--- src/rtl/pipe_reg_skid_if.sv ---
// pipe_reg_skid_if
//   Handshake bundle for one elastic pipeline stage.
//   Upstream side : in_valid, in_ready, in_data
//   Downstream side: out_valid, out_ready, out_data
//   Status        : level (number of held entries, 0..2)
//   Modports:
//     slave  - the stage itself (consumes in_*, out_ready; drives the rest)
//     master - the environment around the stage (upstream + downstream)
interface pipe_reg_skid_if #(
  parameter int unsigned WIDTH = 32
);
  logic             in_valid;
  logic             in_ready;
  logic [WIDTH-1:0] in_data;
  logic             out_valid;
  logic             out_ready;
  logic [WIDTH-1:0] out_data;
  logic [1:0]       level;

  modport slave (
    input  in_valid,
    input  in_data,
    input  out_ready,
    output in_ready,
    output out_valid,
    output out_data,
    output level
  );

  modport master (
    output in_valid,
    output in_data,
    output out_ready,
    input  in_ready,
    input  out_valid,
    input  out_data,
    input  level
  );
endinterface

--- src/rtl/pipe_reg_skid.sv ---
// pipe_reg_skid
//   Two-entry elastic pipeline register (main + skid) with valid/ready
//   handshake. in_ready and out_data come straight from flops, so there is
//   no combinational path from out_ready to in_ready nor from in_* to out_*.
//   Ports:
//     clk   - clock, rising edge
//     rst   - synchronous reset, active low
//     flush - synchronous discard of all held entries (data regs hold)
//     bus   - pipe_reg_skid_if.slave handshake bundle (see interface file)
//
//   state | meaning
//   EMPTY | nothing held; in_ready = 1
//   ONE   | main entry valid, skid empty; in_ready = 1
//   TWO   | main and skid valid; in_ready = 0
module pipe_reg_skid #(
  parameter int unsigned      WIDTH       = 32,
  parameter logic [WIDTH-1:0] RESET_VALUE = '0
) (
  input  logic           clk,
  input  logic           rst,
  input  logic           flush,
  pipe_reg_skid_if.slave bus
);

  // Encoding lets the valid bits fall straight out of the state register:
  // bit 0 = main_valid, bit 1 = skid_valid.
  typedef enum logic [1:0] {
    EMPTY = 2'b00,
    ONE   = 2'b01,
    TWO   = 2'b11
  } state_t;

  state_t           state;
  state_t           state_nxt;
  logic [WIDTH-1:0] main_data;
  logic [WIDTH-1:0] skid_data;
  logic             in_ready_q;

  logic             main_valid;
  logic             skid_valid;
  logic             accept;
  logic             pop;
  logic             load_main;
  logic             main_from_skid;
  logic             load_skid;

  assign main_valid = state[0];
  assign skid_valid = state[1];
  assign accept     = bus.in_valid && in_ready_q;
  assign pop        = main_valid && bus.out_ready;

  always_comb begin
    state_nxt      = state;
    load_main      = 1'b0;
    main_from_skid = 1'b0;
    load_skid      = 1'b0;

    if (flush) begin
      // Anything offered or popped this cycle is simply forgotten; data
      // registers keep their contents.
      state_nxt = EMPTY;
    end else begin
      unique case (state)
        EMPTY: begin
          if (accept) begin
            load_main = 1'b1;
            state_nxt = ONE;
          end
        end
        ONE: begin
          if (accept && pop) begin
            load_main = 1'b1;
          end else if (accept) begin
            load_skid = 1'b1;
            state_nxt = TWO;
          end else if (pop) begin
            state_nxt = EMPTY;
          end
        end
        TWO: begin
          // in_ready is low here, so accept cannot happen.
          if (pop) begin
            load_main      = 1'b1;
            main_from_skid = 1'b1;
            state_nxt      = ONE;
          end
        end
        default: begin
          // Skid-without-main is unreachable; recover to a clean empty stage.
          state_nxt = EMPTY;
        end
      endcase
    end
  end

  always_ff @(posedge clk) begin
    if (!rst) begin
      state      <= EMPTY;
      in_ready_q <= 1'b1;
    end else begin
      state      <= state_nxt;
      // Registered copy of "next state is not TWO" so in_ready is a flop
      // output rather than a decode of the state vector.
      in_ready_q <= (state_nxt != TWO);
    end
  end

  always_ff @(posedge clk) begin
    if (!rst) begin
      main_data <= RESET_VALUE;
      skid_data <= RESET_VALUE;
    end else begin
      if (load_main) begin
        main_data <= main_from_skid ? skid_data : bus.in_data;
      end
      if (load_skid) begin
        skid_data <= bus.in_data;
      end
    end
  end

  assign bus.in_ready  = in_ready_q;
  assign bus.out_valid = main_valid;
  assign bus.out_data  = main_data;
  assign bus.level     = {1'b0, main_valid} + {1'b0, skid_valid};

endmodule

--- src/flat_wrapper.sv ---
// flat-port wrapper written by rule: the top's interface ports become plain ports
module pipe_reg_skid_flat 
#(
  parameter int unsigned      WIDTH       = 32,
  parameter logic [WIDTH-1:0] RESET_VALUE = '0
)
  (clk, rst, flush, bus_in_valid, bus_in_data, bus_out_ready, bus_in_ready, bus_out_valid, bus_out_data, bus_level);
  pipe_reg_skid_if #(.WIDTH(WIDTH)) bus_i ();
  input  logic clk;
  input  logic rst;
  input  logic flush;
  input wire logic [$bits(bus_i.in_valid)-1:0] bus_in_valid;
  input wire logic [$bits(bus_i.in_data)-1:0] bus_in_data;
  input wire logic [$bits(bus_i.out_ready)-1:0] bus_out_ready;
  output wire logic [$bits(bus_i.in_ready)-1:0] bus_in_ready;
  output wire logic [$bits(bus_i.out_valid)-1:0] bus_out_valid;
  output wire logic [$bits(bus_i.out_data)-1:0] bus_out_data;
  output wire logic [$bits(bus_i.level)-1:0] bus_level;
  assign bus_i.in_valid = bus_in_valid;
  assign bus_i.in_data = bus_in_data;
  assign bus_i.out_ready = bus_out_ready;
  assign bus_in_ready = bus_i.in_ready;
  assign bus_out_valid = bus_i.out_valid;
  assign bus_out_data = bus_i.out_data;
  assign bus_level = bus_i.level;
  pipe_reg_skid #(.WIDTH(WIDTH), .RESET_VALUE(RESET_VALUE)) u_core (.clk(clk), .rst(rst), .flush(flush), .bus(bus_i));
endmodule
--- config.mk ---
export PLATFORM = sky130hd
export DESIGN_NAME = pipe_reg_skid_flat
export DESIGN_NICKNAME = d
export VERILOG_FILES = /design/src/rtl/pipe_reg_skid_if.sv /design/src/rtl/pipe_reg_skid.sv /design/src/flat_wrapper.sv
export SDC_FILE = /design/constraint.sdc
export NUM_CORES = 1
export LEC_CHECK = 0
export BUFFER_PORTS_ARGS = -buffer_cell sky130_fd_sc_hd__buf_2
export CAP_MARGIN = 20
export CORE_ASPECT_RATIO = 0.8
export CORE_MARGIN = 2
export CORE_UTILIZATION = 30
export CTS_CLUSTER_DIAMETER = 200
export DETAILED_ROUTE_END_ITERATION = 10
export HOLD_SLACK_MARGIN = 0.1
export PLACE_DENSITY = 0.47
export SETUP_SLACK_MARGIN = 0.02
export SLEW_MARGIN = 20
export SYNTH_ARGS = -nofsm -noshare
export SYNTH_HDL_FRONTEND = slang
export SYNTH_SLANG_ARGS = --single-unit
--- constraint.sdc ---
create_clock -name clk -period 2.5 [get_ports clk]
set_clock_uncertainty 0.1 [all_clocks]
set_input_delay 0.625 -clock clk [delete_from_list [all_inputs] [get_ports clk]]
set_output_delay 0.625 -clock clk [all_outputs]
set_load 0.01 [all_outputs]
Word-level counts from Yosys, hierarchy flattened. Index checks and enable logic that the tools add are counted.

Multiplexer cells: 18. Equal/unequal tests: 3. Add/sub/neg operators: 1. Reductions and logical operators: 4.

Operators with widths (number): two-way mux 32 bit (1); two-way mux 2 bit (6); two-way mux 1 bit (9); one-hot mux 2 bit (3 select lines) (1); logical AND 1 bit (3); one-hot mux 1 bit (3 select lines) (1); adder 1 x 1 -> 2 bit (1); == test 2 x 1 -> 1 bit, second input constant (1); == test 2 bit, second input constant (1); zero test 2 bit (1); != test 2 bit, second input constant (1).

Bits of input ports: 37. Flip-flop bits (word level): 67. Output and inout port bits: 36.

Logic depth before layout (Yosys ltp).
Word-level depth: 7. Mapped depth: 9. Mapped depth without buffers: 6.

Least setup slack after synthesis. Ideal clock, no wire load.

Kind: flip-flop to flip-flop. Start point: register u_core.state[0]. End point: register u_core.main_data[10] (netlist: u_core.bus.out_data[10]). Setup slack: 583 ps. Cell stages (with the launch flop): 10. Data required time: 2284 ps. Buffers on the path: 3. Arrival: 1701 ps. Setup time: 116 ps. Path through: dfxtp_1 -> buf_2 -> inv_1 -> ha_1 -> nand3_1 -> o211ai_2 -> and2_1 -> buf_4 -> buf_6 -> o211a_1.

Cells in the longest elaborated chain, start to end: 5.

RTL lines: start, declared (RTL line pipe_reg_skid.sv:33) `state_t state;`; start signal, assigned (RTL line pipe_reg_skid.sv:101) `state <= state_nxt;`; logical AND 1 bit (RTL line pipe_reg_skid.sv:50) `assign pop = main_valid && bus.out_ready;`; logical AND 1 bit or two-way mux 1 bit (tied branches) (RTL line pipe_reg_skid.sv:71, pipe_reg_skid.sv:82); two-way mux 1 bit (on tied branches) (RTL line pipe_reg_skid.sv:71, pipe_reg_skid.sv:63); one-hot mux 1 bit (3 select lines) or two-way mux 1 bit (tied branches) (RTL line pipe_reg_skid.sv:63, pipe_reg_skid.sv:58); two-way mux 1 bit or two-way mux 32 bit (tied branches) (RTL line pipe_reg_skid.sv:58, pipe_reg_skid.sv:114); end signal, assigned (RTL line pipe_reg_skid.sv:114) `main_data <= main_from_skid ? skid_data : bus.in_data;`; end, declared (RTL line pipe_reg_skid.sv:35) `logic [WIDTH-1:0] main_data;`.

Parallel ways exist; a longest one is shown, timed or not. A chain may end at the register's enable or synchronous reset.

Final worst setup path.
Start point: register u_core.state[0]. End point: output port bus_level[0].

Cells in the longest elaborated chain, start to end: 1.

RTL lines: adder 1 x 1 -> 2 bit (RTL line pipe_reg_skid.sv:125) `assign bus.level = {1'b0, main_valid} + {1'b0, skid_valid};`; end, declared (RTL line flat_wrapper.sv:18) `output wire logic [$bits(bus_i.level)-1:0] bus_level;`.

Every way passes these cells.

==> metrics.txt <==
# TYPE chip_impl_metric gauge
chip_impl_info{name="run_status",value="finished clean"} 1
chip_impl_metric{name="total_inserted_antenna_cells",unit=""} 0
chip_impl_metric{name="die_h",unit="um"} 93.2
chip_impl_info{name="cts-root-buf",value="sky130_fd_sc_hd__clkbuf_16"} 1
chip_impl_metric{name="floorplan.io_pins",unit=""} 73
chip_impl_metric{name="critPathRequiredTime",unit="ns"} 1.77
chip_impl_metric{name="finalSetupTns",unit="ns"} 0
chip_impl_metric{name="final_period_minus_worst_setup_slack",unit="ns"} 2.15
chip_impl_metric{name="row_count",unit=""} 32
chip_impl_metric{name="worst_slew_margin_rel",unit="%"} 65.7
chip_impl_metric{name="place.port_buffers",unit=""} 72
chip_impl_info{name="criticalPathCategory",value="register to output pin"} 1
chip_impl_metric{name="area.growth.synth_to_final",unit="%"} 26.7
chip_impl_metric{name="die_ar",unit="um2"} 10800
chip_impl_metric{name="aggregate_global_routing_overflow",unit=""} 0
chip_impl_metric{name="dieWidth",unit="um"} 115
chip_impl_metric{name="timing.fmax",unit="MHz"} 465
chip_impl_metric{name="mapped_nets",unit=""} 356
chip_impl_metric{name="reported_max_cap_violation_count",unit=""} 0
chip_impl_metric{name="wirelength",unit="mm"} 7.66
chip_impl_metric{name="detail_route.iter0.violations",unit=""} 94
chip_impl_metric{name="num_vias",unit=""} 2477
chip_impl_metric{name="ant_nets",unit=""} 0
chip_impl_metric{name="static-leakage-power",unit="nW"} 2.09
chip_impl_metric{name="floorplan.initialDensity",unit="%"} 30.9
chip_impl_metric{name="timing_worst_slew_pin_value",unit="ns"} 0.514
chip_impl_metric{name="yosysWarningCount",unit=""} 0
chip_impl_metric{name="pre_cts_slack",unit="ns"} 0.430
chip_impl_metric{name="timing_max_transition_violations_final",unit=""} 0
chip_impl_metric{name="grt_pass1_wl",unit="mm"} 12.7
chip_impl_info{name="worstHoldPathType",value="register to register"} 1
chip_impl_metric{name="cts_resized",unit=""} 0
chip_impl_metric{name="post_synth_instance_area",unit="um2"} 2980
chip_impl_metric{name="insertion_delay",unit="ns"} 0.33
chip_impl_info{name="crit_path_end_kind",value="output pin"} 1
chip_impl_metric{name="global_route.usage.total",unit="%"} 15.3
chip_impl_metric{name="postPlaceCellArea",unit="um2"} 3490
chip_impl_metric{name="postCtsHoldBufs",unit=""} 0
chip_impl_metric{name="number_of_antenna_violations_at_the_first_check_in_global_routing",unit=""} 0
chip_impl_metric{name="post-route-worst-setup-slack",unit="ns"} 0.350
chip_impl_metric{name="clock-sinks",unit=""} 67
chip_impl_info{name="tritoncts_clock_tree",value="built"} 1
chip_impl_metric{name="cts_buffer_depth",unit=""} 2
chip_impl_metric{name="core_area",unit="um2"} 9650
chip_impl_metric{name="ir_drop",unit="mV"} 0.303
chip_impl_metric{name="dp_hpwl",unit="mm"} 5.23
chip_impl_metric{name="hold_viol_final",unit=""} 0
chip_impl_info{name="final_common_cell",value="sky130_fd_sc_hd__buf_2"} 1
chip_impl_metric{name="clkSlewWorstSetupHoldPaths",unit="ns"} 0.05
chip_impl_metric{name="numCtsBuffers",unit=""} 9
chip_impl_metric{name="router_iterations_before_antenna_repair",unit=""} 4
chip_impl_metric{name="fillCellCount",unit=""} 1005
chip_impl_metric{name="drt-wirelength-per-cell",unit="um"} 14.6
chip_impl_metric{name="syn_area_per_cell",unit="um2"} 9.46
chip_impl_metric{name="pwr_cell_area",unit="nW/um2"} 693
chip_impl_metric{name="grt_pass1_vias",unit=""} 2514
chip_impl_metric{name="ys_seq_area_share",unit="%"} 45.0
chip_impl_metric{name="detail_route.drc_violations",unit=""} 0
chip_impl_info{name="commonest_cells_after_routing_fill_and_taps_aside",value="72 x sky130_fd_sc_hd__buf_2, 67 x sky130_fd_sc_hd__nand2_1, 67 x sky130_fd_sc_hd__dfxtp_1, 35 x sky130_fd_sc_hd__nand3_1"} 1
chip_impl_metric{name="nets",unit=""} 424
chip_impl_info{name="critPathLaunchType",value="register"} 1
chip_impl_metric{name="clock_tree.htree_level_count",unit=""} 3
chip_impl_info{name="unrepaired_setup_endpoints_after_global_routing",value="false"} 1
chip_impl_metric{name="post-route-period-util",unit="%"} 86.0
chip_impl_metric{name="syn_inst",unit=""} 315
chip_impl_metric{name="worstPathMaxFanout",unit=""} 10
chip_impl_metric{name="post-cts-setup-buffer-count",unit=""} 0
chip_impl_metric{name="synth-seq-cells",unit=""} 67
chip_impl_metric{name="gp_congestion",unit=""} 0.733
chip_impl_metric{name="largest_net_degree_at_the_start_of_global_routing",unit=""} 33
chip_impl_metric{name="synth_cell_type_count",unit=""} 27
chip_impl_metric{name="setup_violations",unit=""} 0
chip_impl_metric{name="postLayoutCellArea",unit="um2"} 3780
chip_impl_metric{name="detail_route.vias_per_cell",unit=""} 4.73
chip_impl_metric{name="layout-drive-gt1-share",unit="%"} 27.1
chip_impl_metric{name="timing.critical_path.arrival",unit="ns"} 1.43
-- report_power, final --
part           internal, mW  switching (mW)  leakage [nW]
clock network         0.748           0.460         0.148
logic                 0.123           0.148          1.39
registers              1.12          0.0253         0.546
total                  1.99           0.633          2.09
-- registers in the layout, indices dropped and copies added, names as in the netlist --
register	count
u_core.skid_data	32
u_core.bus.in_ready	1
u_core.bus.out_data	32
u_core.state	2
-- cells by family (layout without fill, tap and decap cells) --
kind of cell | count (synthesis) | in the layout | synth area share [%]
mux | 32 | 32 | 10.7
buf+inv | 30 | 103 | 5.12
flops | 67 | 67 | 45.0
fa+ha+maj | 5 | 5 | 2.02
compound gates | 71 | 71 | 20.7
simple gates | 110 | 110 | 16.4
-- synth_stat cells --
| cell | n | area [um2] |
|---|---|---|
| sky130_fd_sc_hd__dfxtp_1 | 67 | 1340 |
| sky130_fd_sc_hd__nand2_1 | 67 | 251 |
| sky130_fd_sc_hd__nand3_1 | 35 | 175 |
| sky130_fd_sc_hd__mux2i_1 | 32 | 320 |
| sky130_fd_sc_hd__o211a_1 | 32 | 320 |
| sky130_fd_sc_hd__a21boi_1 | 30 | 225 |
| sky130_fd_sc_hd__clkbuf_1 | 13 | 48.8 |
| sky130_fd_sc_hd__buf_2 | 11 | 55.1 |
| sky130_fd_sc_hd__ha_1 | 4 | 50.1 |
| sky130_fd_sc_hd__a21boi_0 | 3 | 22.5 |
| sky130_fd_sc_hd__buf_6 | 3 | 33.8 |
| sky130_fd_sc_hd__and2_1 | 2 | 12.5 |
| sky130_fd_sc_hd__inv_1 | 2 | 7.51 |
| sky130_fd_sc_hd__a21oi_1 | 1 | 5.00 |
| sky130_fd_sc_hd__a22oi_1 | 1 | 7.51 |
| sky130_fd_sc_hd__a41oi_1 | 1 | 8.76 |
| sky130_fd_sc_hd__and4b_1 | 1 | 10.0 |
| sky130_fd_sc_hd__buf_4 | 1 | 7.51 |
| sky130_fd_sc_hd__maj3_1 | 1 | 10.0 |
| sky130_fd_sc_hd__nand2_2 | 1 | 6.26 |
| sky130_fd_sc_hd__nand4b_1 | 1 | 8.76 |
| sky130_fd_sc_hd__nand4b_2 | 1 | 15.0 |
| sky130_fd_sc_hd__nor2_1 | 1 | 3.75 |
| sky130_fd_sc_hd__nor2b_1 | 1 | 6.26 |
| sky130_fd_sc_hd__o211ai_2 | 1 | 12.5 |
| sky130_fd_sc_hd__o22ai_1 | 1 | 6.26 |
| sky130_fd_sc_hd__o2bb2ai_1 | 1 | 8.76 |
-- final cells by class --
type	count	area, um2	area share [%]
clock buffer	12	267	7.06
clock inverter	4	23.8	0.629
inverter	2	7.51	0.199
multi-input combinational	218	1500	39.6
sequential	67	1340	35.5
tap	136	170	4.50
timing repair buffer	85	470	12.5
-- worst max-delay path, stage by stage, from the launching register on --
cell and delay (ns):
sky130_fd_sc_hd__dfxtp_1 0.53, sky130_fd_sc_hd__inv_1 0.11, sky130_fd_sc_hd__ha_1 0.31, sky130_fd_sc_hd__buf_2 0.14
-- routing by layer --
metal | part of all wire [%] | vias up | track usage, %
met5 | 0 | - | 0
met1 | 48 | 1167 | 20.2
met3 | 4.8 | 9 | 4.93
li1 | - | 1249 | -
met2 | 46 | 52 | 23.8
met4 | 1.1 | 0 | 4.52
-- stage by stage --
step | total power, mW | util [%] | cells | hold slack, ns
final | 2.62 | 39.1 | 524 | 0.350
after global routing | 2.73 | 39.1 | 524 | 0.364
after CTS | 2.66 | 39.1 | 524 | 0.352
after detailed placement | 1.44 | 36.1 | 508 | 0.344
after global placement | 1.44 | 36.1 | 508 | 0.339
after floorplan | 1.32 | - | 315 | 0.334
-- final timing paths --
path / startpoint / endpoint / slack [ns] / cells past startpoint
hold / removal: u_core.skid_data[11] / u_core.skid_data[11] / 0.35 / 2
hold reg to reg: u_core.skid_data[11] / u_core.skid_data[11] / 0.35 / 2
setup reg to reg: u_core.state[0] / u_core.bus.out_data[11] / 0.46 / 6
setup / recovery: u_core.state[0] / bus_level[0] / 0.35 / 3
Power figures use the tool's default switching activity.
